**src/rtl/vic_wb_buffer_pkg.sv**
```systemverilog
// vic_wb_buffer_pkg: shared line/entry types, bus encodings and FSM states for the write-back buffer
package vic_wb_buffer_pkg;
    localparam int NUM_SET_BITS = 4;
    localparam int NUM_TAG_BITS = 9;
    localparam logic [1:0] BUS_NONE  = 2'd0;
    localparam logic [1:0] BUS_STORE = 2'd2;
    typedef struct packed {
        logic                    valid;
        logic                    dirty;
        logic [NUM_TAG_BITS-1:0] tag;
        logic [63:0]             data;
    } CACHE_LINE_T;
    typedef struct packed {
        logic                    valid;
        logic [NUM_TAG_BITS-1:0] tag;
        logic [NUM_SET_BITS-1:0] set_index;
        logic [63:0]             data;
    } WB_ENTRY_T;
    typedef enum logic {IDLE, DRAIN} wb_state_t;
endpackage

```
**src/rtl/vic_wb_buffer_cam.sv**
```systemverilog
// vic_wb_buffer_cam: content-addressable match of a query against every stored tag
module vic_wb_buffer_cam #(
    parameter int LENGTH   = 4,
    parameter int TAG_SIZE = 8
) (
    input  logic [LENGTH-1:0][TAG_SIZE-1:0] tags,
    input  logic [TAG_SIZE-1:0]             query,
    output logic [LENGTH-1:0]               hits
);
    always_comb
        for (int i = 0; i < LENGTH; i++)
            hits[i] = tags[i] == query;
endmodule

```
**src/rtl/vic_wb_buffer.sv**
```systemverilog
// vic_wb_buffer: FIFO of dirty victim lines drained to memory with BUS_STORE,
// plus a youngest-match lookup port for the D-cache miss path.
module vic_wb_buffer
    import vic_wb_buffer_pkg::*;
#(
    parameter int DEPTH = 4
) (
    input  logic                    clock,
    input  logic                    reset,
    input  logic                    fired_valid,
    input  CACHE_LINE_T             fired_victim,
    input  logic [NUM_SET_BITS-1:0] fired_set_index,
    input  logic [NUM_TAG_BITS-1:0] lookup_tag,
    input  logic [NUM_SET_BITS-1:0] lookup_set_index,
    output logic                    lookup_hit,
    output logic [63:0]             lookup_data,
    input  logic [3:0]              mem2proc_response,
    output logic [1:0]              proc2mem_command,
    output logic [63:0]             proc2mem_addr,
    output logic [63:0]             proc2mem_data,
    output logic                    stall_evict,
    output logic                    empty,
    output logic                    overflow
);
    localparam int PW = $clog2(DEPTH);
    localparam int CW = PW + 1;
    localparam int TW = NUM_TAG_BITS + NUM_SET_BITS;

    WB_ENTRY_T                   entries [DEPTH];
    wb_state_t                   state;
    logic [PW-1:0]               head, tail, pick;
    logic [CW-1:0]               count, count_next;
    logic                        fire, full, enq, deq;
    logic [DEPTH-1:0][TW-1:0]    cam_tags;
    logic [DEPTH-1:0]            cam_hits, valid_vec, hits;
    WB_ENTRY_T                   head_e;

    assign fire       = fired_valid & fired_victim.valid & fired_victim.dirty;
    assign deq        = state == DRAIN && mem2proc_response != 4'd0;
    assign full       = count == CW'(DEPTH);
    // a full buffer still accepts a line when the head leaves in the same cycle
    assign enq        = fire && (!full || deq);
    assign count_next = count + CW'(enq) - CW'(deq);

    always_ff @(posedge clock or posedge reset) begin
        if (reset) begin
            head     <= '0;
            tail     <= '0;
            count    <= '0;
            state    <= IDLE;
            overflow <= 1'b0;
            for (int i = 0; i < DEPTH; i++)
                entries[i] <= '0;
        end else begin
            if (deq) begin
                entries[head].valid <= 1'b0;
                head <= head + PW'(1);
            end
            if (enq) begin
                entries[tail] <= '{valid: 1'b1, tag: fired_victim.tag,
                                   set_index: fired_set_index, data: fired_victim.data};
                tail <= tail + PW'(1);
            end
            if (fire && full && !deq)
                overflow <= 1'b1;
            count <= count_next;
            state <= count_next != '0 ? DRAIN : IDLE;
        end
    end

    assign head_e           = entries[head];
    assign proc2mem_command = state == DRAIN ? BUS_STORE : BUS_NONE;
    assign proc2mem_addr    = state == DRAIN ? 64'({head_e.tag, head_e.set_index, 3'b000}) : '0;
    assign proc2mem_data    = state == DRAIN ? head_e.data : '0;
    assign stall_evict      = count >= CW'(DEPTH - 1);
    assign empty            = count == '0;

    always_comb
        for (int i = 0; i < DEPTH; i++) begin
            cam_tags[i]  = {entries[i].tag, entries[i].set_index};
            valid_vec[i] = entries[i].valid;
        end

    vic_wb_buffer_cam #(.LENGTH(DEPTH), .TAG_SIZE(TW)) u_cam (
        .tags (cam_tags),
        .query({lookup_tag, lookup_set_index}),
        .hits (cam_hits)
    );

    assign hits = cam_hits & valid_vec;

    // walk from oldest to youngest relative to tail so the youngest hit wins
    always_comb begin
        lookup_hit  = 1'b0;
        lookup_data = '0;
        pick        = '0;
        for (int i = DEPTH - 1; i >= 0; i--) begin
            pick = tail - PW'(i) - PW'(1);
            if (hits[pick]) begin
                lookup_hit  = 1'b1;
                lookup_data = entries[pick].data;
            end
        end
    end
endmodule

```
**config.mk**
```make
export PLATFORM = sky130hd
export DESIGN_NAME = vic_wb_buffer
export DESIGN_NICKNAME = d
export VERILOG_FILES = /design/src/rtl/vic_wb_buffer_pkg.sv /design/src/rtl/vic_wb_buffer_cam.sv /design/src/rtl/vic_wb_buffer.sv
export SDC_FILE = /design/constraint.sdc
export NUM_CORES = 1
export LEC_CHECK = 0
export CAP_MARGIN = 15
export CORE_MARGIN = 2
export CORE_UTILIZATION = 59
export DETAILED_ROUTE_END_ITERATION = 6
export DONT_BUFFER_PORTS = 1
export GPL_ROUTABILITY_DRIVEN = 0
export GPL_TIMING_DRIVEN = 0
export PLACE_DENSITY_LB_ADDON = 0.3
export SLEW_MARGIN = 20
export SYNTH_ARGS = -nofsm -noshare
export SYNTH_HDL_FRONTEND = slang
export SYNTH_HIERARCHICAL = 1
export SYNTH_SLANG_ARGS = --single-unit
```
**constraint.sdc**
```tcl
create_clock -name clock -period 10.1 [get_ports clock]
set_input_delay 1.01 -clock clock [delete_from_list [all_inputs] [get_ports clock]]
set_output_delay 1.01 -clock clock [all_outputs]
set_load 0.05 [all_outputs]
```
==> results_dict.tcl <==
set metrics [dict create \
    critPathKind "flop to output pin" \
    critical_path.max_fanout 10 \
    startpoint_type "flop" \
    final_util_pct 65.9 \
    netlist_area_mm2 0.0243 \
    fill_cells 2912 \
    synth_top_area_cell "dfrtp_1" \
    fmax_mhz 158 \
    dpl_cell_area_mm2 0.0256 \
    hpwlAfterDp_um 51300 \
    ys_ff_latch 321 \
    drv_cap 0 \
    totalPowerFinal_mw 10.7 \
    tightestPinTransition_ns 1.20 \
    whs_ns 0.228 \
    htree_num_levels 2 \
    hold_buffers 0 \
    grt_max_degree 110 \
    cts_setup_buffers 0 \
    antenna_found_initial 0 \
    drt_first_pass_iters 7 \
    start_util_pct 59.6 \
    drtAntennaViolNets 0 \
    die_area_mm2 0.0428 \
    power_leakage_nw 10.6 \
    hold_viol 0 \
    layout_commonest_cell "mux4_2" \
    cts_buffer_depth 3 \
    dr_total_vias 17800 \
    rsz0062_at_grt "false" \
    clock-sinks 321 \
    stdcell_count 2401 \
    core_area_mm2 0.0407 \
    cp.required_ns 9.09 \
    grt_pass1_vias 18000 \
    async_flop_share_pct 100 \
    crit_top_cell "buf_4" \
    drt_iter0_drc 2299 \
    drv_slew 0 \
    drc 0 \
    cts_resized 0 \
    drive_gt1_share_pct 55.1 \
    pin_count 297 \
    grt_use_total_pct 35.7 \
    fp.dieH_um 207 \
    multi_input_area_mm2 0.0153 \
    slew-limit-headroom_pct 19.2 \
    synth.top_cell.area_share_pct 33.1 \
    yosysWarnings 6 \
    synthTopCellsByArea "dfrtp_1 (33%), mux4_2 (31%), mux2_2 (14%), a211oi_2 (3.1%), a211oi_1 (2.1%)" \
    mostFrequentLayoutCells "mux4_2 (335), dfrtp_1 (321), mux2_2 (304)" \
    synth_ff_type "dfrtp_1" \
    cp_slowest_cell "a211oi_2" \
    cts_buffers 39 \
    clk_latency_ns 0.58 \
    ys_types 41 \
    wire_per_inst_um 31.2 \
    dp_cells 2330 \
    synth-edff-count 0 \
    grt_pass1_wl_um 113000 \
    root_buffer "clkbuf_16" \
    outcome "finished, final reports clean" \
    vias_per_cell 7.40 \
    cts_tree "built" \
    routed_wl_um 74800 \
    final.setup_skew_ns 0.0331 \
    grt_overflow_total 0 \
    hold_path.class "primary input to async pin" \
    finalCriticalPeriod_ns 6.33 \
    die_x_um 207 \
    vdd_drop_max_mv 0.311 \
    crit_buf_inv 9 \
    slowest_delay_ns 0.88 \
    stdcell_area_mm2 0.0269 \
    powerDensity_mw_per_mm2 399 \
    finalCritPeriodShare_pct 62.6 \
    cp_top_family "buffers and inverters" \
    cp_cell_sequence "buf_4 > buf_4 > buf_4 > buf_2 > inv_1 > ha_1 > buf_4 > buf_6 > nand4_1 > and4_1 > buf_2 > clkbuf_1 > nor2_1 > a211oi_2" \
    port_buffers 0 \
    cp.arrival_ns 5.32 \
    antenna_cells 0 \
    syn_inst 1744 \
    nets 1950 \
    setup_violations 0 \
    yosysSeqAreaShare_pct 33.1 \
    syn_avg_cell_area_um2 13.9 \
    ff_latch_area_mm2 0.00803 \
    synthToLayoutAreaGrowth_pct 10.6 \
    std_cell_rows 74 \
    clk_pin_slew_worst_paths_ns 0.06 \
    endpoint_kind "output pin" \
]
layout make-up:
class | instances | area share, %
tap | 532 | 2.48
sequential | 321 | 29.9
multi-input combinational | 1237 | 57.1
inverter | 11 | 0.182
clock inverter | 14 | 0.401
clock buffer | 57 | 4.42
timing repair buffer | 3 | 0.307
buffer | 226 | 5.17
metal layers:
| layer | track usage [%] | part of all wire (%) | vias to the layer above |
|---|---|---|---|
| met2 | 55.6 | 47 | 1254 |
| li1 | - | - | 7066 |
| met1 | 46.5 | 36 | 9175 |
| met4 | 17.6 | 5.3 | 0 |
| met5 | 0 | 0 | - |
| met3 | 10.2 | 12 | 264 |
cells by family after synthesis:
kind of cell | after synthesis | synth area share [%]
other cells | 1 | 0.0154
simple gates | 337 | 7.46
flops | 321 | 33.1
xor+xnor | 55 | 1.98
mux | 643 | 45.3
compound gates | 138 | 5.58
fa+ha+maj | 12 | 0.649
buf+inv | 237 | 5.88
worst register-to-register path: stages (launching register included):
cell and delay (ns):
dfrtp_1 0.44, buf_4 0.23, buf_4 0.29, buf_4 0.29, buf_2 0.30, inv_1 0.17, ha_1 0.38, buf_4 0.22
buf_4 0.25, buf_2 0.30, buf_2 0.43, nand2_1 0.08, o21ai_0 0.09
report_power, final:
group	total, mW	switching (mW)	internal [mW]
logic	6.47	3.34	3.13
clock network	1.42	0.579	0.841
registers	2.82	0.900	1.92
total	10.7	4.82	5.89
metrics by stage:
stage               TNS [ns]  setup WS [ns]
global placement     -929.13          -2.93
finish                     0           3.77
floorplan                  0          0.205
global route               0           3.56
detailed placement         0           4.37
CTS                        0           3.87
flip-flops by register name, summed over array words and instances, names as in the netlist:
| name | cells |
|---|---|
| state | 1 |
| cam_tags | 52 |
| tail | 2 |
| count | 3 |
| entries | 260 |
| head | 2 |
| overflow | 1 |
final timing paths:
| kind | from | depth (start not counted) | slack [ns] | to |
|---|---|---|---|---|
| hold / removal | reset | 1 | 0.23 | entries[288] |
| max in group asynchronous | reset | 3 | 8.61 | entries[265] |
| min in group clock | cam_tags[47] | 1 | 0.55 | cam_tags[47] |
| setup reg to reg | tail[0] | 12 | 6.55 | tail[1] |
| setup / recovery | tail[0] | 14 | 3.77 | lookup_data[43] |
| hold reg to reg | cam_tags[47] | 1 | 0.55 | cam_tags[47] |
synth_stat cells (3+ instances only):
| cell type | instances |
|---|---|
| a211oi_1 | 68 |
| a211oi_2 | 60 |
| and2_1 | 81 |
| and4_1 | 3 |
| buf_1 | 3 |
| buf_2 | 95 |
| buf_4 | 68 |
| buf_6 | 22 |
| clkbuf_1 | 38 |
| dfrtp_1 | 321 |
| ha_1 | 11 |
| inv_1 | 10 |
| mux2_1 | 4 |
| mux2_2 | 304 |
| mux4_2 | 335 |
| nand2_1 | 19 |
| nand2_2 | 4 |
| nand3_1 | 68 |
| nand4_1 | 12 |
| nand4b_1 | 4 |
| nor2_1 | 65 |
| nor3_1 | 65 |
| nor4_1 | 5 |
| nor4_2 | 3 |
| o21ai_0 | 4 |
| xnor2_1 | 30 |
| xor2_1 | 25 |
No activity file was read; power rests on OpenSTA's default activity.
